### src/rtl/lcd_bus_reader.sv
// Read-side controller for an HD44780-compatible character LCD bus.
// Issues RS/RW/EN read cycles to fetch busy flag + address counter, polls
// until the panel is ready, or sets the DDRAM address with a write cycle and
// then reads one character back. All outputs are registered.
module lcd_bus_reader #(
  parameter int unsigned ADDRESS_SETUP_INTERVAL = 4,
  parameter int unsigned ENABLE_INTERVAL        = 30,
  parameter int unsigned HOLD_INTERVAL          = 4,
  parameter int unsigned PROCESS_INTERVAL       = 22000,
  parameter int unsigned POLL_TIMEOUT           = 1500000
) (
  input  logic       i_clk,
  input  logic       i_rst,
  input  logic       START,
  input  logic [1:0] MODE,
  input  logic [7:0] ADDRESS,
  output logic       BUSY,
  output logic       DONE,
  output logic       TIMEOUT,
  output logic [7:0] RESULT,
  input  logic [7:0] LCD_DATA_IN,
  output logic [7:0] LCD_DATA_OUT,
  output logic       LCD_DATA_OE,
  output logic       LCD_RS,
  output logic       LCD_RW,
  output logic       LCD_EN
);

  typedef enum logic [2:0] {
    IDLE,
    SETUP,
    EN_HIGH,
    HOLD,
    WAIT_PROC,
    FINISH
  } state_t;

  state_t      state, state_n;
  logic [31:0] cnt, cnt_n;
  logic [31:0] poll_cnt, poll_cnt_n;
  logic [1:0]  mode_q, mode_n;
  logic [6:0]  addr_q, addr_n;
  logic        write_phase, write_phase_n;
  logic        timeout_flag, timeout_flag_n;
  logic        busy_n, done_n, timeout_n;
  logic [7:0]  result_n, data_out_n;
  logic        oe_n, rs_n, rw_n, en_n;

  // State and registered outputs; reset drops the strobe and releases the bus at once
  always_ff @(posedge i_clk or negedge i_rst) begin
    if (!i_rst) begin
      state        <= IDLE;
      cnt          <= '0;
      poll_cnt     <= '0;
      mode_q       <= '0;
      addr_q       <= '0;
      write_phase  <= 1'b0;
      timeout_flag <= 1'b0;
      BUSY         <= 1'b0;
      DONE         <= 1'b0;
      TIMEOUT      <= 1'b0;
      RESULT       <= '0;
      LCD_DATA_OUT <= '0;
      LCD_DATA_OE  <= 1'b0;
      LCD_RS       <= 1'b0;
      LCD_RW       <= 1'b1;
      LCD_EN       <= 1'b0;
    end else begin
      state        <= state_n;
      cnt          <= cnt_n;
      poll_cnt     <= poll_cnt_n;
      mode_q       <= mode_n;
      addr_q       <= addr_n;
      write_phase  <= write_phase_n;
      timeout_flag <= timeout_flag_n;
      BUSY         <= busy_n;
      DONE         <= done_n;
      TIMEOUT      <= timeout_n;
      RESULT       <= result_n;
      LCD_DATA_OUT <= data_out_n;
      LCD_DATA_OE  <= oe_n;
      LCD_RS       <= rs_n;
      LCD_RW       <= rw_n;
      LCD_EN       <= en_n;
    end
  end

  // Next-state and next-output logic; every bus phase is timed by the shared interval counter
  always_comb begin
    state_n        = state;
    cnt_n          = cnt;
    mode_n         = mode_q;
    addr_n         = addr_q;
    write_phase_n  = write_phase;
    timeout_flag_n = timeout_flag;
    busy_n         = BUSY;
    done_n         = 1'b0;
    timeout_n      = TIMEOUT;
    result_n       = RESULT;
    data_out_n     = LCD_DATA_OUT;
    oe_n           = LCD_DATA_OE;
    rs_n           = LCD_RS;
    rw_n           = LCD_RW;
    en_n           = LCD_EN;
    poll_cnt_n     = poll_cnt;
    if (BUSY && !(&poll_cnt)) begin
      poll_cnt_n = poll_cnt + 32'd1;
    end

    case (state)
      IDLE: begin
        if (START) begin
          mode_n         = MODE;
          addr_n         = ADDRESS[6:0];
          busy_n         = 1'b1;
          poll_cnt_n     = '0;
          cnt_n          = '0;
          timeout_flag_n = 1'b0;
          state_n        = SETUP;
          en_n           = 1'b0;
          rs_n           = 1'b0;
          if (MODE == 2'd2) begin
            write_phase_n = 1'b1;
            oe_n          = 1'b1;
            rw_n          = 1'b0;
            data_out_n    = {1'b1, ADDRESS[6:0]};
          end else begin
            write_phase_n = 1'b0;
            oe_n          = 1'b0;
            rw_n          = 1'b1;
            data_out_n    = '0;
          end
        end
      end

      SETUP: begin
        if (cnt == ADDRESS_SETUP_INTERVAL - 1) begin
          cnt_n   = '0;
          state_n = EN_HIGH;
          en_n    = 1'b1;
        end else begin
          cnt_n = cnt + 32'd1;
        end
      end

      EN_HIGH: begin
        if (cnt == ENABLE_INTERVAL - 1) begin
          cnt_n   = '0;
          state_n = HOLD;
          en_n    = 1'b0;
          if (!write_phase) begin
            result_n = LCD_DATA_IN;
          end
        end else begin
          cnt_n = cnt + 32'd1;
        end
      end

      HOLD: begin
        if (cnt == HOLD_INTERVAL - 1) begin
          cnt_n = '0;
          if (write_phase) begin
            state_n       = WAIT_PROC;
            write_phase_n = 1'b0;
            oe_n          = 1'b0;
            rw_n          = 1'b1;
            data_out_n    = '0;
          end else if ((mode_q == 2'd1) && RESULT[7] && (poll_cnt < POLL_TIMEOUT)) begin
            state_n = SETUP;
          end else begin
            timeout_flag_n = (mode_q == 2'd1) && RESULT[7];
            state_n        = FINISH;
            rs_n           = 1'b0;
            rw_n           = 1'b1;
            oe_n           = 1'b0;
            en_n           = 1'b0;
          end
        end else begin
          cnt_n = cnt + 32'd1;
        end
      end

      WAIT_PROC: begin
        if (cnt == PROCESS_INTERVAL - 1) begin
          cnt_n   = '0;
          state_n = SETUP;
          rs_n    = 1'b1;
          rw_n    = 1'b1;
          oe_n    = 1'b0;
        end else begin
          cnt_n = cnt + 32'd1;
        end
      end

      FINISH: begin
        state_n   = IDLE;
        busy_n    = 1'b0;
        done_n    = 1'b1;
        timeout_n = timeout_flag;
      end

      default: begin
        state_n = IDLE;
      end
    endcase
  end

endmodule

### config.mk
export PLATFORM = sky130hd
export DESIGN_NAME = lcd_bus_reader
export DESIGN_NICKNAME = d
export VERILOG_FILES = /design/src/rtl/lcd_bus_reader.sv
export SDC_FILE = /design/constraint.sdc
export NUM_CORES = 1
export LEC_CHECK = 0
export CORE_MARGIN = 5
export CORE_UTILIZATION = 53
export DETAILED_ROUTE_END_ITERATION = 10
export PLACE_DENSITY = 0.74
export SLEW_MARGIN = 30
export SYNTH_ARGS = -nofsm -noshare
export SYNTH_HDL_FRONTEND = slang
export SYNTH_SLANG_ARGS = --single-unit
### constraint.sdc
create_clock -name i_clk -period 5.6 [get_ports i_clk]
set_clock_uncertainty 0.2 [all_clocks]
set_input_delay 0.84 -clock i_clk [delete_from_list [all_inputs] [get_ports i_clk]]
set_output_delay 0.84 -clock i_clk [all_outputs]
set_load 0.01 [all_outputs]
==> impl_metrics.env <==
export IMPL_status="complete, no violations"
export IMPL_route_vias_total=4252
export IMPL_grt_max_degree=65
export IMPL_wl_per_cell_um=15.41
export IMPL_rsz0062_at_grt="false"
export IMPL_fmax_ghz=0.3445
export IMPL_layout_setup_ws_ns=2.697
export IMPL_grtUsageMet1_pct=25.41
export IMPL_final_cell_mix="93 x dfrtp_1, 77 x nand2_1, 54 x nor2_1, 41 x clkdlybuf4s50_1, 26 x nand4_1"
export IMPL_final_area_um2=5849
export IMPL_leakage_nw=2.477
export IMPL_yosysSeqAreaShare_pct=46.44
export IMPL_period_share_pct=51.84
export IMPL_final_common_cell="dfrtp_1"
export IMPL_synthCells=554
export IMPL_worst_pin_slew_ns=0.7799
export IMPL_max_slew_margin_pct=48.00
export IMPL_fp_row_count=35
export IMPL_root_buffer="clkbuf_8"
export IMPL_timing_hold_ws_ns=0.1899
export IMPL_synthArstFlopShare_pct=100.0
export IMPL_numCtsBuffers=9
export IMPL_crit_type="reg -> reg"
export IMPL_gp_congestion=0.9020
export IMPL_fin_crit_ns=2.903
export IMPL_p_per_area_nw_per_um2=411.5
export IMPL_crit_fanout=8
export IMPL_ir_drop_v=0.0002703
export IMPL_clk_latency_ns=0.36
export IMPL_synth_edf_count=0
export IMPL_drt_first_iter_violations=189
export IMPL_busiest_layer="met2"
export IMPL_viasPerCell=5.873
export IMPL_placed_cell_area_um2=5599
export IMPL_startpoint_type="register"
export IMPL_final_util_pct=63.01
export IMPL_worstPathArrival_ns=2.95
export IMPL_antenna_found_initial=0
export IMPL_drive_above_1_share_pct=8.067
export IMPL_max_cap_viol_count=0
export IMPL_hold_class="in -> async"
export IMPL_synth_cell_types=53
export IMPL_synth_warnings=0
export IMPL_first_pass_iters=4
export IMPL_syn_area_per_cell_um2=9.147
export IMPL_regArea_um2=2354
export IMPL_core_area_um2=9284
export IMPL_clk_path_buf_depth=2
export IMPL_setup_tns_final_ns=0
export IMPL_antenna_cells=0
export IMPL_cts_tree="built"
export IMPL_postCtsHoldBufs=0
export IMPL_ys_seq_elements=94
export IMPL_pre_cts_ws_ns=2.457
export IMPL_use_met2_pct=35.83
export IMPL_htree_levels=3
export IMPL_grtUsageTotal_pct=20.45
export IMPL_grt_pass1_vias=4245
export IMPL_drc_errors=0
export IMPL_grt_use_met3_pct=4.019
export IMPL_setup_violations=0
export IMPL_clk_pin_slew_ns=0.09
export IMPL_syn_num_nets=578
export IMPL_final_nets=615
export IMPL_postRouteWirelength_mm=11.16
export IMPL_ios=44
export IMPL_syn2layout_area_growth_pct=15.43
export IMPL_start_util_pct=54.58
export IMPL_netlist_area_um2=5067
export IMPL_hold_viol=0
export IMPL_ys_flop_type="dfrtp_1"
export IMPL_chipHeight_um=107.8
export IMPL_antenna_left=0
export IMPL_drv_slew=0
export IMPL_endpoint_kind="register"
export IMPL_cts_resized=0
export IMPL_overflow=0
export IMPL_dp_hpwl_mm=7.842
export IMPL_multi_input_area_um2=2601
export IMPL_post_cts_setup_buffers=0
export IMPL_critPathRequiredTime_ns=5.65
export IMPL_dieArea_um2=11620
export IMPL_grt_pass1_wl_mm=19.50
export IMPL_port_buffers=42
export IMPL_cts_num_sinks=94
export IMPL_fillers=797
export IMPL_dieWidth_um=107.8
[per-layer routing]
metal  part of all wire, %  up-vias
met3                   3.2       15
met4                   1.3        0
met2                    51       91
li1                      -     2056
met1                    44     2090
met5                     0        -
[critical path: stages (launching register included)]
cell and delay (ns):
dfrtp_1 0.47, nor4_1 0.37, nand4_1 0.31, or2_1 0.36
nor4_4 0.65, mux2_2 0.41
[power by group]
group | switching, mW | internal, mW
Sequential | 0.196 | 0.844
Combinational | 0.484 | 0.353
Clock | 0.224 | 0.306
[through the flow]
step / cells / total power [mW]
5_1_grt: 724 / 2.573
2_1_floorplan: 554 / 1.586
4_1_cts: 724 / 2.420
3_3_place_gp: 709 / 1.848
3_5_place_dp: 709 / 1.883
6_report: 724 / 2.407
[sequential cells by signal, summed over array words and instances, names as in the netlist]
| name | count |
|---|---|
| TIMEOUT | 1 |
| LCD_EN | 1 |
| state | 3 |
| LCD_RS | 1 |
| cnt | 32 |
| LCD_DATA_OE | 1 |
| mode_q | 2 |
| poll_cnt | 32 |
| LCD_DATA_OUT | 8 |
| RESULT | 8 |
| write_phase | 1 |
| DONE | 1 |
| LCD_RW | 1 |
| timeout_flag | 1 |
| BUSY | 1 |
[cell type report]
type	instances	share of cell area, %
Timing Repair Buffer	47	7.786
Sequential cell	94	40.24
Clock inverter	4	1.626
Clock buffer	11	2.417
Inverter	11	0.7059
Multi-Input combinational cell	428	44.47
Tap cell	129	2.759
[kinds of logic (layout without fill, tap and decap cells)]
family          Yosys count  after routing  synth area share, %
compound gates           86             86                10.96
flops                    94             94                46.44
xor+xnor                 43             43                7.432
buf+inv                  32             73                2.765
fa+ha+maj                 3              3               0.7408
mux                      16             16                3.506
simple gates            280            280                28.15
[synth_stat cells (all sizes together) (7+ instances only)]
master  number  area share (%)
dfrtp       93              46
nand3       25             2.5
nand4       26             3.2
a21oi       19             2.0
inv         11            0.81
nor3        24             2.4
xor2        21             3.6
mux2        14             3.1
or3          7            0.86
and3        16             2.0
nor2        55             4.2
xnor2       22             3.8
o21ai       21             2.1
o22ai       14             1.7
clkbuf      15             1.1
and2         7            0.86
nand2       77             5.7
nor4        20             2.9
[worst paths after layout]
check,end,startpoint,cells past startpoint,slack (ns)
setup / recovery,RESULT[1],cnt[18],5,2.70
hold / removal,poll_cnt[25],i_rst,1,0.19
setup reg to reg,RESULT[1],cnt[18],5,2.70
hold reg to reg,LCD_DATA_OUT[7],LCD_DATA_OUT[7],2,0.29
max in group asynchronous,cnt[20],i_rst,2,3.90
min in group i_clk,LCD_DATA_OUT[7],LCD_DATA_OUT[7],2,0.29
Power figures use the tool's default switching activity.
